==> config.mk <==
export PLATFORM = sky130hd
export DESIGN_NAME = sc_rowclear_controller
export DESIGN_NICKNAME = d
export VERILOG_FILES = /design/src/rtl/sc_rowclear_pkg.sv /design/src/rtl/sc_score_accum.sv /design/src/rtl/sc_rowclear_controller.sv
export SDC_FILE = /design/constraint.sdc
export NUM_CORES = 1
export LEC_CHECK = 0
export ABC_AREA = 1
export BUFFER_PORTS_ARGS = -buffer_cell sky130_fd_sc_hd__buf_2
export CAP_MARGIN = 20
export CORE_ASPECT_RATIO = 1.5
export CORE_UTILIZATION = 55
export DETAILED_ROUTE_END_ITERATION = 10
export PLACE_DENSITY = 0.79
export SLEW_MARGIN = 10
export SYNTH_ARGS = -nofsm -noshare
export SYNTH_HDL_FRONTEND = slang
export SYNTH_SLANG_ARGS = --single-unit
==> constraint.sdc <==
create_clock -name SC_ROWCLEAR_CLOCK_50 -period 2.7 [get_ports SC_ROWCLEAR_CLOCK_50]
set_clock_uncertainty 0.2 [all_clocks]
set_input_delay 0.27 -clock SC_ROWCLEAR_CLOCK_50 [delete_from_list [all_inputs] [get_ports SC_ROWCLEAR_CLOCK_50]]
set_output_delay 0.27 -clock SC_ROWCLEAR_CLOCK_50 [all_outputs]
set_load 0.05 [all_outputs]
==> src/rtl/sc_rowclear_pkg.sv <==
// ---------------------------------------------------------------------------
// sc_rowclear_pkg
// Shared definitions for the row-clear sequencer and the matrix display logic:
// matrix geometry, derived address and combo widths, the full-row constant and
// the sequencer state encoding.
// ---------------------------------------------------------------------------
package sc_rowclear_pkg;

   localparam int unsigned ROWS    = 8;
   localparam int unsigned COLS    = 8;
   localparam int unsigned SCORE_W = 8;

   // Row address width; kept at least 1 so a single-row matrix still builds
   localparam int unsigned ADDR_W  = (ROWS > 1) ? $clog2(ROWS) : 1;

   // A pass clears at most ROWS rows, so the combo count needs to hold ROWS
   localparam int unsigned COMBO_W = $clog2(ROWS + 1);

   // Completely lit row word
   localparam logic [COLS-1:0] ROW_FULL = {COLS{1'b1}};

   typedef enum logic [1:0] {
      ST_IDLE  = 2'd0,
      ST_SCAN  = 2'd1,
      ST_SHIFT = 2'd2,
      ST_DONE  = 2'd3
   } state_e;

endpackage

==> src/rtl/sc_score_accum.sv <==
// ---------------------------------------------------------------------------
// sc_score_accum
// Saturating accumulator register. A clear request wins over an increment in
// the same cycle. Also intended for a future level counter.
//   clk_i      clock
//   rst_i      asynchronous active-high reset (value returns to 0)
//   clear_n_i  synchronous clear, active low, highest priority
//   inc_en_i   add inc_i on this edge
//   inc_i      increment amount
//   score_o    registered accumulated value, saturates at all ones
// ---------------------------------------------------------------------------
module sc_score_accum #(
   parameter int unsigned W     = 8,
   parameter int unsigned INC_W = 4
) (
   input  logic             clk_i,
   input  logic             rst_i,
   input  logic             clear_n_i,
   input  logic             inc_en_i,
   input  logic [INC_W-1:0] inc_i,
   output logic [W-1:0]     score_o
);

   localparam int unsigned SUM_W = W + 1;

   logic [SUM_W-1:0] sum_c;
   logic [W-1:0]     score_d;

   // Sum at one extra bit so the carry-out flags saturation
   always_comb begin
      sum_c   = {1'b0, score_o} + SUM_W'(inc_i);
      score_d = score_o;
      if (!clear_n_i) begin
         score_d = '0;
      end else if (inc_en_i) begin
         score_d = sum_c[W] ? {W{1'b1}} : sum_c[W-1:0];
      end
   end

   always_ff @(posedge clk_i or posedge rst_i) begin
      if (rst_i) begin
         score_o <= '0;
      end else begin
         score_o <= score_d;
      end
   end

endmodule

==> src/rtl/sc_rowclear_controller.sv <==
// ---------------------------------------------------------------------------
// sc_rowclear_controller
// Row-clear sequencer. On a start request it scans the matrix bank from the
// bottom row (ROWS-1) to the top (0). Each completely lit row is removed by
// strobing shift-down on it and every row above, one row per cycle, ending
// with a zero fill of row 0; the same address is then rescanned because a new
// row has dropped into it. Cleared rows add to a saturating score.
//
// Optional feature macro: SC_ROWCLEAR_COMBO_BONUS_EN
//   defined     : the n-th row cleared within one pass scores n
//   not defined : every cleared row scores 1 (no combo counter)
//
// Ports
//   SC_ROWCLEAR_CLOCK_50          system clock, rising edge
//   SC_ROWCLEAR_RESET_InHigh      asynchronous active-high reset
//   SC_ROWCLEAR_start_InLow       pass request, sampled only while idle
//   SC_ROWCLEAR_clearScore_InLow  synchronous score clear
//   SC_ROWCLEAR_rowData_In        bank word at rowAddr (combinational read)
//   SC_ROWCLEAR_rowAddr_Out       row address for read and shift
//   SC_ROWCLEAR_shiftRow_OutLow   shift-down strobe for the addressed row
//   SC_ROWCLEAR_busy_Out          high whenever a pass is in progress
//   SC_ROWCLEAR_done_OutLow       one-cycle low pulse closing a pass
//   SC_ROWCLEAR_score_Out         saturating cleared-row score
// ---------------------------------------------------------------------------
module sc_rowclear_controller
   import sc_rowclear_pkg::*;
(
   input  logic               SC_ROWCLEAR_CLOCK_50,
   input  logic               SC_ROWCLEAR_RESET_InHigh,
   input  logic               SC_ROWCLEAR_start_InLow,
   input  logic               SC_ROWCLEAR_clearScore_InLow,
   input  logic [COLS-1:0]    SC_ROWCLEAR_rowData_In,
   output logic [ADDR_W-1:0]  SC_ROWCLEAR_rowAddr_Out,
   output logic               SC_ROWCLEAR_shiftRow_OutLow,
   output logic               SC_ROWCLEAR_busy_Out,
   output logic               SC_ROWCLEAR_done_OutLow,
   output logic [SCORE_W-1:0] SC_ROWCLEAR_score_Out
);

   state_e              state_q, state_d;
   logic [ADDR_W-1:0]   scan_q, scan_d;
   logic [ADDR_W-1:0]   shift_q, shift_d;
   logic                row_full_c;
   logic                inc_en_c;
   logic [COMBO_W-1:0]  inc_c;

`ifdef SC_ROWCLEAR_COMBO_BONUS_EN
   logic [COMBO_W-1:0]  combo_q, combo_d;
`endif

   assign row_full_c = (SC_ROWCLEAR_rowData_In == ROW_FULL);

   // Score increment for the row whose clear completes this cycle
`ifdef SC_ROWCLEAR_COMBO_BONUS_EN
   assign inc_c = combo_q + COMBO_W'(1);
`else
   assign inc_c = COMBO_W'(1);
`endif

   // Next-state and pointer logic
   always_comb begin
      state_d  = state_q;
      scan_d   = scan_q;
      shift_d  = shift_q;
      inc_en_c = 1'b0;
`ifdef SC_ROWCLEAR_COMBO_BONUS_EN
      combo_d  = combo_q;
`endif
      case (state_q)
         ST_IDLE: begin
            if (!SC_ROWCLEAR_start_InLow) begin
               state_d = ST_SCAN;
               scan_d  = ADDR_W'(ROWS - 1);
`ifdef SC_ROWCLEAR_COMBO_BONUS_EN
               combo_d = '0;
`endif
            end
         end
         ST_SCAN: begin
            // rowAddr equals scan_q here, so rowData is the scanned row
            if (row_full_c) begin
               state_d = ST_SHIFT;
               shift_d = scan_q;
            end else if (scan_q == '0) begin
               state_d = ST_DONE;
            end else begin
               scan_d = scan_q - ADDR_W'(1);
            end
         end
         ST_SHIFT: begin
            if (shift_q != '0) begin
               shift_d = shift_q - ADDR_W'(1);
            end else begin
               // Row-0 zero fill is issued this cycle; rescan the same row
               state_d  = ST_SCAN;
               inc_en_c = 1'b1;
`ifdef SC_ROWCLEAR_COMBO_BONUS_EN
               combo_d  = combo_q + COMBO_W'(1);
`endif
            end
         end
         ST_DONE: begin
            state_d = ST_IDLE;
         end
         default: begin
            state_d = ST_IDLE;
         end
      endcase
   end

   // State and pointer registers
   always_ff @(posedge SC_ROWCLEAR_CLOCK_50 or posedge SC_ROWCLEAR_RESET_InHigh) begin
      if (SC_ROWCLEAR_RESET_InHigh) begin
         state_q <= ST_IDLE;
         scan_q  <= '0;
         shift_q <= '0;
`ifdef SC_ROWCLEAR_COMBO_BONUS_EN
         combo_q <= '0;
`endif
      end else begin
         state_q <= state_d;
         scan_q  <= scan_d;
         shift_q <= shift_d;
`ifdef SC_ROWCLEAR_COMBO_BONUS_EN
         combo_q <= combo_d;
`endif
      end
   end

   // Registered outputs, decoded from the upcoming state so they align with it
   always_ff @(posedge SC_ROWCLEAR_CLOCK_50 or posedge SC_ROWCLEAR_RESET_InHigh) begin
      if (SC_ROWCLEAR_RESET_InHigh) begin
         SC_ROWCLEAR_rowAddr_Out     <= '0;
         SC_ROWCLEAR_shiftRow_OutLow <= 1'b1;
         SC_ROWCLEAR_busy_Out        <= 1'b0;
         SC_ROWCLEAR_done_OutLow     <= 1'b1;
      end else begin
         SC_ROWCLEAR_shiftRow_OutLow <= (state_d != ST_SHIFT);
         SC_ROWCLEAR_busy_Out        <= (state_d != ST_IDLE);
         SC_ROWCLEAR_done_OutLow     <= (state_d != ST_DONE);
         case (state_d)
            ST_SCAN:  SC_ROWCLEAR_rowAddr_Out <= scan_d;
            ST_SHIFT: SC_ROWCLEAR_rowAddr_Out <= shift_d;
            default:  SC_ROWCLEAR_rowAddr_Out <= '0;
         endcase
      end
   end

   sc_score_accum #(
      .W     (SCORE_W),
      .INC_W (COMBO_W)
   ) u_score (
      .clk_i     (SC_ROWCLEAR_CLOCK_50),
      .rst_i     (SC_ROWCLEAR_RESET_InHigh),
      .clear_n_i (SC_ROWCLEAR_clearScore_InLow),
      .inc_en_i  (inc_en_c),
      .inc_i     (inc_c),
      .score_o   (SC_ROWCLEAR_score_Out)
   );

endmodule

==> results summary <==
The run finished, with violations left. The checks that failed: DRC. The placement row count came out at 22. The total wire length after detailed routing is 3130 um.

The time the final worst path needs with I/O delays and setup came out at 2.49 ns. In this run the vertical extent of the chip is 64.9 um. The antenna diode count came out at 0. The worst setup path is launched from a flip-flop. The net count of the finished layout is 244. The global placer's final weighted congestion is 0.894.

In this design, the critical path's most frequently occurring cell is inv_1. Setup repair after global routing left no endpoint under its margin. The average routed wire per standard cell came out at 12.9 um. Entering global routing, the biggest net connects 23 pins. Measured against its own limit, the worst slew margin works out to 43.4%. The total negative slack for setup checks is 0 ns. Of the cells placed in the final design, the portion with a size suffix greater than 1 is 23.3%. In the global route stage, overall resource usage came out at 25.0%. The sequential share of the synthesized area is 38.2%. The share of the synthesized area in the top cell type came out at 34.5%. In this run the number of H-tree levels came out at 1.

For this design, the sink count on the clock tree is 22. The synthesized netlist contains 25 unique library cells. For the worst setup path, the data arrival time is 2.53 ns. The buffers inserted during post-CTS setup optimization is 0. The count of buffers from port buffering is 25. The largest fanout on the critical path came out at 4. The die footprint is 2850 um^2. The wire length of the first global-routing pass came out at 5360 um. The largest buffer count on any clock path came out at 2.

The number of synthesis warnings is 0. The detailed router finished its first iteration with 50 violations. The final max-slew violation count is 0. The fmax is 0.401 GHz. The pin slew with the least headroom to its limit is 0.848 ns.

The clock slew seen by the registers of the worst setup and hold paths came out at 0.14 ns. The post-synthesis to final-layout area growth came out at 15.0%. The mean instance size in the synthesized netlist came out at 7.67 um^2. The core area is 2480 um^2. The share of the clock period used by the worst path is 92.4%. The initial antenna violation count came out at 0.

The total overflow left after global routing is 0. Once detail routing completed, the nets flagged for antenna violations numbered 0. The biggest area contributor in the post-synthesis netlist is dfrtp_1. The biggest cell delay along the critical path came out at 0.45 ns. The most used flip-flop cell after synthesis is dfrtp_1. The hold violation count in the final report came out at 0.

TritonCTS built the clock tree. The slowest stage of the critical path belongs to the cell o21ai_0. Traced cell by cell, the critical path runs through inv_1 > ha_1 > nand2_1 > o21ai_0 > inv_1 > o21ai_0 > inv_1 > ha_1 > a21oi_1. The number of global-route vias before repair came out at 1291. The TritonCTS buffer count is 3. The setup path with the least slack is of type flip-flop to flip-flop. The depth of the most critical reg-to-reg path is 9. In this run, synthesis inferred 0 flip-flops with an integrated enable. In this run the count of I/O pins placed on the die edge is 26. The setup violation total in the final timing report is 0. The via total after detailed routing came out at 1321. The count of buffering cells on the critical path with inverters included is 3. The remaining design rule violation count is 1. The estimated wirelength of the detail-placed design is 2530 um.

By area the synthesized netlist is led by dfrtp_1 (35%), nand2_1 (12%), ha_1 (10%), inv_1 (8.0%), o21ai_0 (6.2%). The number of nets in the synthesized netlist is 213. Counting flops and latches in the post-synthesis netlist gives 22. The length of the first detailed-routing pass in iterations is 9.

The total power per unit cell area came out at 1030 nW/um^2. Across the VDD grid, the largest voltage drop is 0.000664 V. Using the TritonRoute via totals, the vias-per-cell ratio works out to 5.44.

Among cell families on the critical path, the largest total delay comes from compound AO/OA/AOI/OAI gates. The total design power is 1720 uW. The hold-critical path depth came out at 3. The initial cell density of the core came out at 58.5%. The leakage power figure came out at 0.000904 uW. The count of mapped cells out of synthesis came out at 189. The width of the die came out at 43.9 um. In this run the worst hold path is classified as input port to flip-flop. The clock latency reported for the late side of the worst-skew pair is 0.32 ns. The number of cells on the critical path is 9. Across the run, the number of max-cap violations was 0. The worst setup path is captured at a flip-flop. The clock root buffer master is clkbuf_4. The required time at the worst-slack endpoint came out at 2.74 ns. Of all flip-flops after synthesis, the portion carrying an async set or reset was 100%.

The synthesized netlist occupies a cell area of 1450 um^2.
-- what timing repair did --
| action | in CTS | in global routing |
|---|---|---|
| hold buffers | 1 | 0 |
| gates resized for setup | 0 | 0 |
| endpoints found under the hold margin | 20 | 0 |
-- power breakdown --
group	total (uW)	internal (uW)	leakage [uW]	switching [uW]
Sequential	477	427	0.000281	49.6
Combinational	979	318	0.000595	661
Clock	262	150	0.0000279	112
-- sequential cells by signal (all words and copies together) (netlist names) --
signal                       cells
SC_ROWCLEAR_done_OutLow          1
SC_ROWCLEAR_rowAddr_Out          3
scan_q                           3
shift_q                          3
SC_ROWCLEAR_shiftRow_OutLow      1
state_q                          2
u_score.score_o                  8
SC_ROWCLEAR_busy_Out             1
-- tightest hold or removal path: stages --
cell	delay (ns)
buf_2	0.12
nand3_1	0.08
nand2_1	0.05
-- through the flow --
| stage | instances | worst slack, ns | utilization (%) | hold WS [ns] | instance area [um^2] |
|---|---|---|---|---|---|
| CTS | 243 | 0.244 | 67.3 | 0.0316 | 1670 |
| global placement | 238 | 0.445 | 64.7 | 0.271 | 1600 |
| detailed placement | 238 | 0.267 | 64.7 | 0.281 | 1600 |
| finish | 243 | 0.205 | 67.3 | 0.0130 | 1670 |
| global route | 243 | 0.105 | 67.3 | 0.0468 | 1670 |
| floorplan | 189 | 0.669 | - | 0.0577 | 1450 |
-- cells by family after synthesis --
family,after synthesis,share of synthesized area [%]
simple gates,88,29.8
fa+ha+maj,12,10.4
buf+inv,35,9.33
compound gates,31,11.7
xor+xnor,1,0.605
flops,22,38.2
-- final cells by class --
class | instances | area (um^2)
Clock buffer | 3 | 22.5
Tap cell | 24 | 30.0
Timing Repair Buffer | 27 | 143
Inverter | 34 | 128
Multi-Input combinational cell | 132 | 761
Clock inverter | 1 | 30.0
Fill cell | 206 | 811
Sequential cell | 22 | 553
-- final timing paths --
| path | start | endpoint | slack [ns] |
|---|---|---|---|
| min | SC_ROWCLEAR_clearScore_InLow | u_score.score_o[1]$_DFFE_PP0P_ | 0.01 |
| min reg2reg | shift_q[0]$_DFF_PP0_ | shift_q[0]$_DFF_PP0_ | 0.32 |
| max | scan_q[1]$_DFF_PP0_ | SC_ROWCLEAR_rowAddr_Out[2]$_DFF_PP0_ | 0.21 |
| max reg2reg | scan_q[1]$_DFF_PP0_ | SC_ROWCLEAR_rowAddr_Out[2]$_DFF_PP0_ | 0.21 |
| min in group asynchronous | SC_ROWCLEAR_RESET_InHigh | u_score.score_o[4]$_DFFE_PP0P_ | 0.44 |
| max in group asynchronous | SC_ROWCLEAR_RESET_InHigh | SC_ROWCLEAR_rowAddr_Out[2]$_DFF_PP0_ | 1.32 |
-- routing by layer --
| metal | share of wire [%] | up-vias | GRT usage, % |
|---|---|---|---|
| li1 | - | 659 | - |
| met1 | 37 | 621 | 25.9 |
| met2 | 58 | 31 | 48.9 |
| met3 | 1.9 | 10 | 2.51 |
| met4 | 2.6 | 0 | 9.09 |
| met5 | 0 | - | 0 |
-- synthesized netlist by cell type, types with 2 or more instances --
library cell	n
nand2_1	48
nor2_2	2
nor2_1	6
nand2_4	2
dfstp_2	2
dfrtp_1	20
ha_1	12
nand3_1	16
nor2_4	4
inv_2	3
a21oi_1	8
nand2_2	5
o21ai_0	18
inv_1	31
nand3b_1	2
-- cells in the final DEF, fill, tap and decap left out, types with 2 or more instances in the layout --
master    synthesis  final
inv_1            31     31
o21ai_0          18     18
nor2_4            4      4
nand3b_1          2      2
nor2_1            6      6
nor2_2            2      2
nand3_1          16     16
dfstp_2           2      2
ha_1             12     12
dfrtp_1          20     20
inv_2             3      3
nand2_2           5      5
nand2_1          48     48
clkbuf_4          0      3
buf_2             0     25
nand2_4           2      2
a21oi_1           8      8
No activity file was read; power rests on OpenSTA's default activity.
